[src/rtl/demux1to16_ser.sv]
// demux1to16_ser: serial-to-parallel demultiplexer, the receive side of a
// counter-driven 16:1 select mux link. Each valid bit is steered into the
// shadow slot chosen by an auto-incrementing select counter. A completed word
// is published on f together with a one-cycle done strobe.
//
// Optional build macro DMX_PARITY_EN: every frame carries one trailing
// even-parity bit. A PAR state collects that bit, and the perr output reports
// a parity mismatch alongside done.
module demux1to16_ser #(
    parameter int unsigned N  = 16,
    parameter int unsigned SW = 4
) (
    input  logic          clk,
    input  logic          rst,
    input  logic          d,
    input  logic          v,
    input  logic          start,
    output logic [N-1:0]  f,
    output logic          done,
    output logic [SW-1:0] s,
`ifdef DMX_PARITY_EN
    output logic          perr,
`endif
    output logic          busy
);

    localparam logic [SW-1:0] SLOT_LAST = SW'(N - 1);
    localparam logic [SW-1:0] SLOT_ONE  = SW'(1);

`ifdef DMX_PARITY_EN
    typedef enum logic [0:0] {
        ST_DATA = 1'b0,
        ST_PAR  = 1'b1
    } state_e;

    state_e state_q, state_d;
    logic   perr_q,  perr_d;
`endif

    logic [SW-1:0] s_q,    s_d;
    logic [N-1:0]  sh_q,   sh_d;
    logic [N-1:0]  f_q,    f_d;
    logic          done_q, done_d;
    logic          busy_q, busy_d;

    // Write-side control: slot being addressed and whether a data bit lands
    logic          in_data_c;
    logic [SW-1:0] wr_slot_c;
    logic          wr_en_c;
    logic [N-1:0]  sel_oh_c;

    // Decode where the current bit goes; start forces slot 0
    always_comb begin
`ifdef DMX_PARITY_EN
        in_data_c = (state_q == ST_DATA);
`else
        in_data_c = 1'b1;
`endif
        wr_slot_c = start ? '0 : s_q;
        // In PAR the valid bit is the parity bit, not a data bit
        wr_en_c   = v && (start || in_data_c);
    end

    // One-hot slot decoder gating the shadow register write enables
    always_comb begin
        sel_oh_c            = '0;
        sel_oh_c[wr_slot_c] = 1'b1;
    end

    // Shadow register next value: only the selected slot takes d
    always_comb begin
        for (int unsigned i = 0; i < N; i++) begin
            sh_d[i] = (wr_en_c && sel_oh_c[i]) ? d : sh_q[i];
        end
    end

    // Next-state and output logic for counter, word publish and FSM
    always_comb begin
        s_d    = s_q;
        f_d    = f_q;
        done_d = 1'b0;
`ifdef DMX_PARITY_EN
        state_d = state_q;
        perr_d  = perr_q;
`endif

        if (start) begin
            // Frame sync drops any partial word; a bit with it lands in slot 0
            s_d = v ? SLOT_ONE : '0;
`ifdef DMX_PARITY_EN
            state_d = ST_DATA;
`endif
        end else if (v) begin
`ifdef DMX_PARITY_EN
            if (state_q == ST_PAR) begin
                // Parity bit closes the frame; s is already parked at 0
                f_d     = sh_q;
                done_d  = 1'b1;
                perr_d  = (^sh_q) ^ d;
                state_d = ST_DATA;
            end else begin
                s_d = s_q + SLOT_ONE;
                if (s_q == SLOT_LAST) begin
                    state_d = ST_PAR;
                end
            end
`else
            s_d = s_q + SLOT_ONE;
            if (s_q == SLOT_LAST) begin
                // Last bit bypasses the shadow so f and done appear together
                f_d    = {d, sh_q[N-2:0]};
                done_d = 1'b1;
            end
`endif
        end

`ifdef DMX_PARITY_EN
        busy_d = (s_d != '0) || (state_d == ST_PAR);
`else
        busy_d = (s_d != '0);
`endif
    end

    // State registers with synchronous active-high reset
    always_ff @(posedge clk) begin
        if (rst) begin
            s_q    <= '0;
            sh_q   <= '0;
            f_q    <= '0;
            done_q <= 1'b0;
            busy_q <= 1'b0;
`ifdef DMX_PARITY_EN
            state_q <= ST_DATA;
            perr_q  <= 1'b0;
`endif
        end else begin
            s_q    <= s_d;
            sh_q   <= sh_d;
            f_q    <= f_d;
            done_q <= done_d;
            busy_q <= busy_d;
`ifdef DMX_PARITY_EN
            state_q <= state_d;
            perr_q  <= perr_d;
`endif
        end
    end

    assign f    = f_q;
    assign done = done_q;
    assign s    = s_q;
    assign busy = busy_q;
`ifdef DMX_PARITY_EN
    assign perr = perr_q;
`endif

endmodule

[config.mk]
export PLATFORM = sky130hd
export DESIGN_NAME = demux1to16_ser
export DESIGN_NICKNAME = d
export VERILOG_FILES = /design/src/rtl/demux1to16_ser.sv
export SDC_FILE = /design/constraint.sdc
export NUM_CORES = 1
export LEC_CHECK = 0
export ABC_AREA = 1
export CAP_MARGIN = 30
export CORE_AREA = 2 2 70 72
export CTS_CLUSTER_SIZE = 14
export DETAILED_ROUTE_END_ITERATION = 8
export DIE_AREA = 0 0 72 74
export PLACE_DENSITY_LB_ADDON = 0.1
export SETUP_SLACK_MARGIN = 0.3
export SYNTH_ARGS = -nofsm -noshare
export SYNTH_HDL_FRONTEND = slang
export SYNTH_SLANG_ARGS = --single-unit
[constraint.sdc]
create_clock -name clk -period 1.4 [get_ports clk]
set_clock_uncertainty 0.2 [all_clocks]
set_input_delay 0.14 -clock clk [delete_from_list [all_inputs] [get_ports clk]]
set_output_delay 0.14 -clock clk [all_outputs]
set_load 0.02 [all_outputs]
* Word level (Yosys, flattened, before mapping)
Index checks and enable logic that the tools add are counted.
Storage, ports and cells: register bits 37, output and inout bits 22, logic and storage cells 51
Cells by class: bitwise logic cells 2, mux-type cells 7, order comparisons 2, $add $sub $neg 1, reductions and logical operators 19, equality and inequality tests 1
Operators with widths (count):
- logical AND 1 bit | 16
- two-way mux 4 bit | 3
- < comparator 4 x 5 -> 1 bit (second input constant) | 1
- adder 4 x 1 -> 4 bit (second input constant) | 1
- demux 1 bit (select 4 bit) | 1
- equality test 4 bit (second input constant) | 1
- >= comparator 4 x 1 -> 1 bit (second input constant) | 1
- nonzero test 4 bit | 1
- two-way mux 1 bit | 3
- AND reduction 3 bit | 1
- OR reduction 3 bit | 1
- NOT 1 bit | 2

* Logic depth before layout (Yosys ltp)
Gate-level depths: netlist (run 1).
depth in word-level cells 6, mapped depth 7, mapped depth without buffers 7

* Worst setup path after synthesis (run 1)
Ideal clock, no wire load.
kind reg2reg, start register s_q[1] (netlist: s[1]), end register f_q[10] (netlist: f[10]), data arrival time 1285 ps, buffers on the path 1, setup slack -203 ps, cell stages (with the launch flop) 6, cell sequence dfxtp_1 ha_1 nand2_4 buf_2 nor3_1 nor2_1
Between the ends: cells in the longest elaborated chain, start to end 2
Ends and longest elaborated chain:
- from (decl) | line 40 | logic [SW-1:0] s_q, s_d;
- from (signal assigned) | line 127 | s_q <= '0;
- from (signal assigned) | line 137 | s_q <= s_d;
- equality test 4 bit | line 109 | if (s_q == SLOT_LAST) begin
- AND reduction 3 bit (no source line)
- to (signal assigned) | line 129 | f_q <= '0;
- to (signal assigned) | line 139 | f_q <= f_d;
- to (decl) | line 42 | logic [N-1:0] f_q, f_d;
Every way passes these cells. A chain may end at the register's enable or synchronous reset.

* Worst setup path in the final report (run 1)
start register s_q[1] (netlist: s[1]), end register sh_q[4]
Between the ends: cells in the longest elaborated chain, start to end 6, elaborated cells on any way between the ends 7, classes of those cells order compare (2); mux (3); reduce/logical (2)
Ends and longest elaborated chain:
- two-way mux 4 bit * | line 59 | wr_slot_c = start ? '0 : s_q;
- < comparator 4 x 5 -> 1 bit (implied by the code) / >= comparator 4 x 1 -> 1 bit (equally long branches) | line 67 | sel_oh_c[wr_slot_c] = 1'b1;
- logical AND 1 bit (implied by the code) | line 67
- two-way mux 1 bit (implied by the code) | line 67
- demux 1 bit (select 4 bit) * | line 67
- logical AND 1 bit * | line 73 | sh_d[i] = (wr_en_c && sel_oh_c[i]) ? d : sh_q[i];
- to (signal assigned) | line 128 | sh_q <= '0;
- to (signal assigned) | line 138 | sh_q <= sh_d;
- to (decl) | line 41 | logic [N-1:0] sh_q, sh_d;
Every way passes the cells marked *; elsewhere a longest branch is shown, timed or not.

==> flow_summary.yaml, run 1 <==
floorplan:
  die-height_um: 74
  floorplan.io_pins: 27
  initial_core_utilization_pct: 33.96
  die_width_um: 72
  core_region_area_um2: 4598
  die-area_um2: 5328
  rows: 25
placement:
  place_inst: 295
  rd_place_congestion: 0.7432
  port-buffer-count: 26
  detailedPlacementHpwl_um: 2580
setup_path:
  rrSetupSlack_ns: 0.02
  worst-endpoint-arrival_ns: 1.36
  category_of_the_most_critical_setup_path: "flop to flop"
  critical_path.startpoint_type: "flop"
  crit_fanout: 8
  worstPathRequired_ns: 1.38
  end_kind: "flop"
pwr:
  combPwrFrac_pct: 12.0
  cellPowerDensity_nw_per_um2: 724.6
  vdd_drop_max_v: 0.0004717
  power_leakage_nw: 1.083
  p_switching_mw: 0.4943
  total_power_draw_mw: 1.985
  sequentialPowerShare_pct: 53.8
  netSwitchingFraction_pct: 24.90
  cell_internal_pwr_mw: 1.491
  share_clk_of_total_power_pct: 34.2
status:
  run_status: "finished, final reports clean"
route:
  dr.first_iter.drc_count: 46
  route.detailed.vias_per_inst: 4.963
  route.vias.total: 1603
  remaining_drc_errors: 0
  routed_wirelength_um: 4325
  drt-pass1-iter-count: 4
  routed_wire_length_per_instance_um: 13.39
  antenna_left: 0
grt:
  antenna_found_initial: 0
  vias_in_the_first_global_route: 1478
  grt_pass1_wl_um: 6851
  grtUsageTotal_pct: 16.80
  grt_start_max_net_pins: 11
  global_route.overflow_total: 0
run:
  cap_violations: 0
clocking:
  cts_buffers: 5
  clock_path_buffers: 2
  cts.sink_count: 37
  insertion_delay_of_the_later_clocked_pin_in_the_worst_skew_pair_ns: 0.28
  hold_buf_count_cts: 0
  cts_max_level: 2
  tritoncts: "yes"
  cts.clk_slew.worst_paths_ns: 0.07
  cts-root-buf: "sky130_fd_sc_hd__clkbuf_8"
yosys:
  yosys-top-cells-area: "sky130_fd_sc_hd__dfxtp_1, sky130_fd_sc_hd__nand2_1, sky130_fd_sc_hd__nor2_1"
  ys_seq_elements: 37
  synth_seq_area_share_pct: 47.44
  ys_types: 24
  area_of_the_mapped_netlist_um2: 1561
  yosys_warnings: 0
  synth_cells: 205
  netlist.area_leader.share_pct: 47.44
  avgSynthCellArea_um2: 7.617
  syn_nets: 211
  synth_area_leader_cell: "sky130_fd_sc_hd__dfxtp_1"
finish:
  layout.cells.non_filler: 323
  syn_to_final_growth_pct: 75.48
  n_fill_cell: 410
  n_antenna_cell: 0
  finalCoreUtilization_pct: 59.59
  final_layout_size_suffix_gt1_share_pct: 57.62
  count_of_nets_after_finishing: 276
timing:
  worst_pin_slew_ns: 0.2785
  grt_setup_unrepaired: "yes"
  max_freq_mhz: 724.8
  slew_viol_final: 0
  finalHoldViolations: 0
  timing.final.crit_period_ns: 1.380
  finalSetupViolations: 0
  slew_headroom_pct: 81.36
  min_period_over_period_pct: 98.55
hold_path:
  holdCritPathClass: "primary input to flop"
-- cells in the final DEF (no fill, tap or decap), types with 2 or more instances in the layout --
master / synthesis / routed
sky130_fd_sc_hd__buf_4: 3 / 26
sky130_fd_sc_hd__nor2_2: 4 / 2
sky130_fd_sc_hd__nand3_2: 0 / 11
sky130_fd_sc_hd__clkbuf_8: 0 / 5
sky130_fd_sc_hd__clkdlybuf4s50_1: 0 / 2
sky130_fd_sc_hd__inv_2: 1 / 2
sky130_fd_sc_hd__nand2_1: 33 / 25
sky130_fd_sc_hd__buf_6: 1 / 31
sky130_fd_sc_hd__nor3_2: 0 / 12
sky130_fd_sc_hd__o21ai_1: 10 / 12
sky130_fd_sc_hd__buf_12: 0 / 4
sky130_fd_sc_hd__nand2_4: 1 / 4
sky130_fd_sc_hd__nor3_4: 0 / 3
sky130_fd_sc_hd__nor2_1: 33 / 28
sky130_fd_sc_hd__nand2_2: 1 / 3
sky130_fd_sc_hd__dfxtp_1: 37 / 17
sky130_fd_sc_hd__nor3_1: 17 / 2
sky130_fd_sc_hd__inv_1: 8 / 5
sky130_fd_sc_hd__dfxtp_4: 0 / 4
sky130_fd_sc_hd__dlygate4sd2_1: 0 / 2
sky130_fd_sc_hd__o21ai_2: 1 / 5
sky130_fd_sc_hd__dfxtp_2: 0 / 16
sky130_fd_sc_hd__nand3_4: 1 / 3
sky130_fd_sc_hd__a21oi_2: 0 / 4
sky130_fd_sc_hd__nor2_4: 1 / 9
sky130_fd_sc_hd__a21oi_1: 16 / 12
sky130_fd_sc_hd__nand3_1: 18 / 6
sky130_fd_sc_hd__nand2_8: 0 / 4
sky130_fd_sc_hd__inv_4: 0 / 2
-- metrics by stage --
stage | hold WS, ns | setup TNS [ns] | cell area (um^2) | setup slack [ns]
floorplan | 0.1356 | 0 | 1684 | 0.09216
global placement | 0.2611 | -7.096 | 2074 | -0.2537
detailed placement | 0.2679 | -7.731 | 2074 | -0.2765
CTS | 0.1538 | 0 | 2446 | 0.03730
global route | 0.1812 | -0.3331 | 2740 | -0.05099
finish | 0.1580 | 0 | 2740 | 0.02027
-- per-layer routing --
metal	track usage, %	up-vias	wire [um]
li1	-	817	-
met1	20.85	754	1902
met2	28.40	24	2238
met3	2.981	8	110
met4	8.176	0	74
met5	0	-	0
-- cell families (layout without fill, tap and decap cells) --
group                      after synthesis  in the layout  synth area share [%]
DFF                                     37             37                 47.44
AOI/OAI and AO/OA                       36             36                 11.94
and+or+nand+nor                        111            114                 33.33
buffers and inverters                   20             81                 6.490
adders and majority gates                1              1                0.8012
-- critical path: stages, from the launching register on --
cell and delay [ns]:
sky130_fd_sc_hd__dfxtp_4 0.37, sky130_fd_sc_hd__buf_4 0.15, sky130_fd_sc_hd__nand2_8 0.09, sky130_fd_sc_hd__inv_4 0.04, sky130_fd_sc_hd__nor2_4 0.21, sky130_fd_sc_hd__nand3_1 0.10, sky130_fd_sc_hd__nand2_1 0.07, sky130_fd_sc_hd__nor2_1 0.03
-- registers in the layout (all words and copies together), names as in the netlist --
signal / cells
done: 1
busy: 1
s: 4
f: 16
sh_q: 15
-- worst paths after layout --
kind	from	endpoint	cells after the start
setup / recovery	s[1]	sh_q[4]	7
hold / removal	start	s[3]	4
setup reg to reg	s[1]	sh_q[4]	7
hold reg to reg	sh_q[6]	sh_q[6]	2
-- power by group through the flow --
stage	sequential [mW]	clock (mW)	combinational [mW]
floorplan	1.10	0	0.0753
global placement	1.09	0	0.149
detailed placement	1.09	0	0.150
CTS	1.07	0.708	0.199
global route	1.07	0.753	0.255
finish	1.07	0.680	0.237
-- final cells by class --
cell class / instances / area (um^2) / area share (%)
Sequential cell: 37 / 775.7 / 28.31
Clock inverter: 1 / 5.005 / 0.1826
Inverter: 10 / 42.54 / 1.553
Clock buffer: 5 / 68.82 / 2.511
Tap cell: 54 / 67.56 / 2.466
Timing Repair Buffer: 65 / 661.9 / 24.16
Multi-Input combinational cell: 151 / 1119 / 40.82
-- timing repair --
action                                  CTS  global route
cloned                                    3             0
endpoints found under the setup margin   59            53
gates resized for setup                 169            63
pin swaps                                18            23
setup buffers                            13             6
-- Yosys cell counts --
| cell type | count |
|---|---|
| sky130_fd_sc_hd__dfxtp_1 | 37 |
| sky130_fd_sc_hd__nand2_1 | 33 |
| sky130_fd_sc_hd__nor2_1 | 33 |
| sky130_fd_sc_hd__nand3_1 | 18 |
| sky130_fd_sc_hd__nor3_1 | 17 |
| sky130_fd_sc_hd__a21oi_1 | 16 |
| sky130_fd_sc_hd__o21ai_1 | 10 |
| sky130_fd_sc_hd__inv_1 | 8 |
| sky130_fd_sc_hd__o21ai_0 | 8 |
| sky130_fd_sc_hd__buf_2 | 6 |
| sky130_fd_sc_hd__nor2_2 | 4 |
| sky130_fd_sc_hd__buf_4 | 3 |
| sky130_fd_sc_hd__buf_6 | 1 |
| sky130_fd_sc_hd__clkinv_1 | 1 |
| sky130_fd_sc_hd__ha_1 | 1 |
| sky130_fd_sc_hd__inv_2 | 1 |
| sky130_fd_sc_hd__nand2_2 | 1 |
| sky130_fd_sc_hd__nand2_4 | 1 |
| sky130_fd_sc_hd__nand3_4 | 1 |
| sky130_fd_sc_hd__nand4_1 | 1 |
| sky130_fd_sc_hd__nor2_4 | 1 |
| sky130_fd_sc_hd__nor2_8 | 1 |
| sky130_fd_sc_hd__o21ai_2 | 1 |
| sky130_fd_sc_hd__o21bai_1 | 1 |
Note: power is estimated with default switching activity, not from simulation.
==> run 2: changes to the inputs <==
--- a/config.mk
+++ b/config.mk
@@ -11,7 +11,9 @@
 export CTS_CLUSTER_SIZE = 14
 export DETAILED_ROUTE_END_ITERATION = 8
 export DIE_AREA = 0 0 72 74
+export GPL_TIMING_DRIVEN = 0
 export PLACE_DENSITY_LB_ADDON = 0.1
+export REMOVE_ABC_BUFFERS = 1
 export SETUP_SLACK_MARGIN = 0.3
 export SYNTH_ARGS = -nofsm -noshare
 export SYNTH_HDL_FRONTEND = slang
==> constraint.sdc (replaced) <==
create_clock -name clk -period 1.73 [get_ports clk]
set_clock_uncertainty 0.2 [all_clocks]
set_input_delay 0.173 -clock clk [delete_from_list [all_inputs] [get_ports clk]]
set_output_delay 0.173 -clock clk [all_outputs]
set_load 0.02 [all_outputs]
==> run 2 against run 1 <==
  * Via count fell by 11%
  * Combinational power down 55%
  * Clock power decreased by 13%
  * First-iteration DRC count increased by 33%
  * Fmax down 1.6%
  * Cell count down 8.7%
  * Sequential power down 19%
  * Non-clock buffer count is 32 lower
  * Clock-buffer cell count increased by 1
  * Routed wire length is 8.9% lower
  * Critical endpoint is now busy
  * Highest routed layer unchanged
==> flow_summary.yaml, run 2 (synthesis results as in run 1) <==
grt:
  grt_pass1_wl_um: 6451
  grtUsageTotal_pct: 16.17
  antenna_found_initial: 0
  vias_in_the_first_global_route: 1302
  global_route.overflow_total: 0
  grt_start_max_net_pins: 14
status:
  run_status: "finished, final reports clean"
timing:
  grt_setup_unrepaired: "yes"
  timing.final.crit_period_ns: 1.402
  worst_pin_slew_ns: 0.5262
  slew_viol_final: 0
  max_freq_mhz: 713.5
  min_period_over_period_pct: 81.01
  slew_headroom_pct: 64.92
  finalSetupViolations: 0
  finalHoldViolations: 0
route:
  route.detailed.vias_per_inst: 4.824
  antenna_left: 0
  dr.first_iter.drc_count: 61
  drt-pass1-iter-count: 4
  routed_wire_length_per_instance_um: 13.35
  routed_wirelength_um: 3939
  remaining_drc_errors: 0
  route.vias.total: 1423
floorplan:
  initial_core_utilization_pct: 33.96
  core_region_area_um2: 4598
  floorplan.io_pins: 27
  die-area_um2: 5328
  rows: 25
  die-height_um: 74
  die_width_um: 72
clocking:
  cts_max_level: 2
  insertion_delay_of_the_later_clocked_pin_in_the_worst_skew_pair_ns: 0.29
  cts.sink_count: 37
  cts_buffers: 5
  clock_path_buffers: 2
  cts.clk_slew.worst_paths_ns: 0.07
  hold_buf_count_cts: 0
  cts-root-buf: "sky130_fd_sc_hd__clkbuf_8"
  tritoncts: "yes"
setup_path:
  crit_slowest_cell: "sky130_fd_sc_hd__dfxtp_4"
  worstPathRequired_ns: 1.72
  rrSetupSlack_ns: 0.33
  reg2reg_to: "busy"
  worst-r2r-cell-count: 7
  cp_slowest_stage_delay_ns: 0.38
  reg2reg_from: "s[1]"
  critical_path.startpoint_type: "flop"
  worst-endpoint-arrival_ns: 1.39
  category_of_the_most_critical_setup_path: "flop to flop"
  end_kind: "flop"
  path_cells: "ha_4, nand2_8, nand2_2, nand3_2, o21ai_0, nor2_1, nand2_1"
  worstPathBufferInverterCount: 0
  crit_fanout: 7
  path_delay_family: "simple AND/OR/NAND/NOR gates"
pwr:
  power_leakage_nw: 0.9008
  vdd_drop_max_v: 0.0003614
  cellPowerDensity_nw_per_um2: 765.0
  total_power_draw_mw: 1.564
finish:
  syn_to_final_growth_pct: 30.93
  layout.cells.non_filler: 295
  layout_common_cells: "sky130_fd_sc_hd__dfxtp_1, sky130_fd_sc_hd__nor2_1, sky130_fd_sc_hd__nand2_1"
  max_ffs_per_register: 16
  n_antenna_cell: 0
  final_layout_size_suffix_gt1_share_pct: 18.26
  finalCoreUtilization_pct: 44.46
  n_fill_cell: 497
  most_frequent_standard_cell_in_the_layout_excluding_fill_and_tap_cells: "sky130_fd_sc_hd__dfxtp_1"
  count_of_nets_after_finishing: 246
hold_path:
  min_delay_worst_endpoint: "s[2]"
  min_path_cells: 4
  holdCritPathClass: "primary input to flop"
  min_from: "start"
placement:
  port-buffer-count: 26
  rd_place_congestion: 0.7636
  place_inst: 275
  detailedPlacementHpwl_um: 2180
run:
  cap_violations: 0
==> run 2: final cells by class <==
cell class | count | area [um^2] | share of cell area [%]
Clock inverter | 2 | 10.01 | 0.4896
Clock buffer | 6 | 72.57 | 3.550
Multi-Input combinational cell | 152 | 802.0 | 39.23
Sequential cell | 37 | 755.7 | 36.96
Inverter | 10 | 45.04 | 2.203
Timing Repair inverter | 1 | 7.507 | 0.3672
Timing Repair Buffer | 33 | 284.0 | 13.89
Tap cell | 54 | 67.56 | 3.305
==> run 2: worst reg2reg max path, delay by kind of cell, from the launching register on <==
kind                     cells  cell delay (ns)
adder cells (fa/ha/maj)      1             0.21
AND/OR/NAND/NOR              5             0.42
AO/OA/AOI/OAI                1             0.08
flip-flops                   1             0.38
==> run 2: worst max-delay path by stage <==
stage | startpoint | endpoint | cells past startpoint
CTS | s[2] | s[2] | 1
finish | s[1] | busy | 7
floorplan | s[1] | f[0] | 5
global placement | rst | busy | 6
detailed placement | rst | busy | 6
global route | s[1] | busy | 6
==> run 2: where the power goes <==
part / internal, mW / switching, mW
Clock: 0.279 / 0.316
Sequential: 0.855 / 0.00821
Combinational: 0.0346 / 0.0711
Total: 1.17 / 0.395
==> run 2: routing by layer <==
layer / global-route usage (%) / up-vias / wire, um
met5: 0 / - / 0
met4: 6.289 / 0 / 63
met3: 5.014 / 7 / 137
met2: 25.31 / 19 / 1778
met1: 21.04 / 645 / 1960
li1: - / 752 / -
==> run 2: what timing repair did <==
action                                  in CTS  in global routing
gates resized for setup                     39                 15
pin swaps                                    2                  5
gates cloned                                 4                  1
setup buffers                                2                  5
endpoints found under the setup margin      56                 35
==> run 2: per-stage QoR <==
step / TNS [ns] / worst slack, ns / cell area [um^2] / hold slack (ns)
2_1_floorplan: 0 / 0.1529 / 1498 / 0.04207
3_3_place_gp: -7.166 / -0.4378 / 1826 / 0.2525
3_5_place_dp: -6.839 / -0.4218 / 1826 / 0.2535
4_1_cts: 0 / 0.2317 / 1971 / 0.2651
5_1_grt: 0 / 0.2638 / 2044 / 0.1269
6_report: 0 / 0.3285 / 2044 / 0.09132
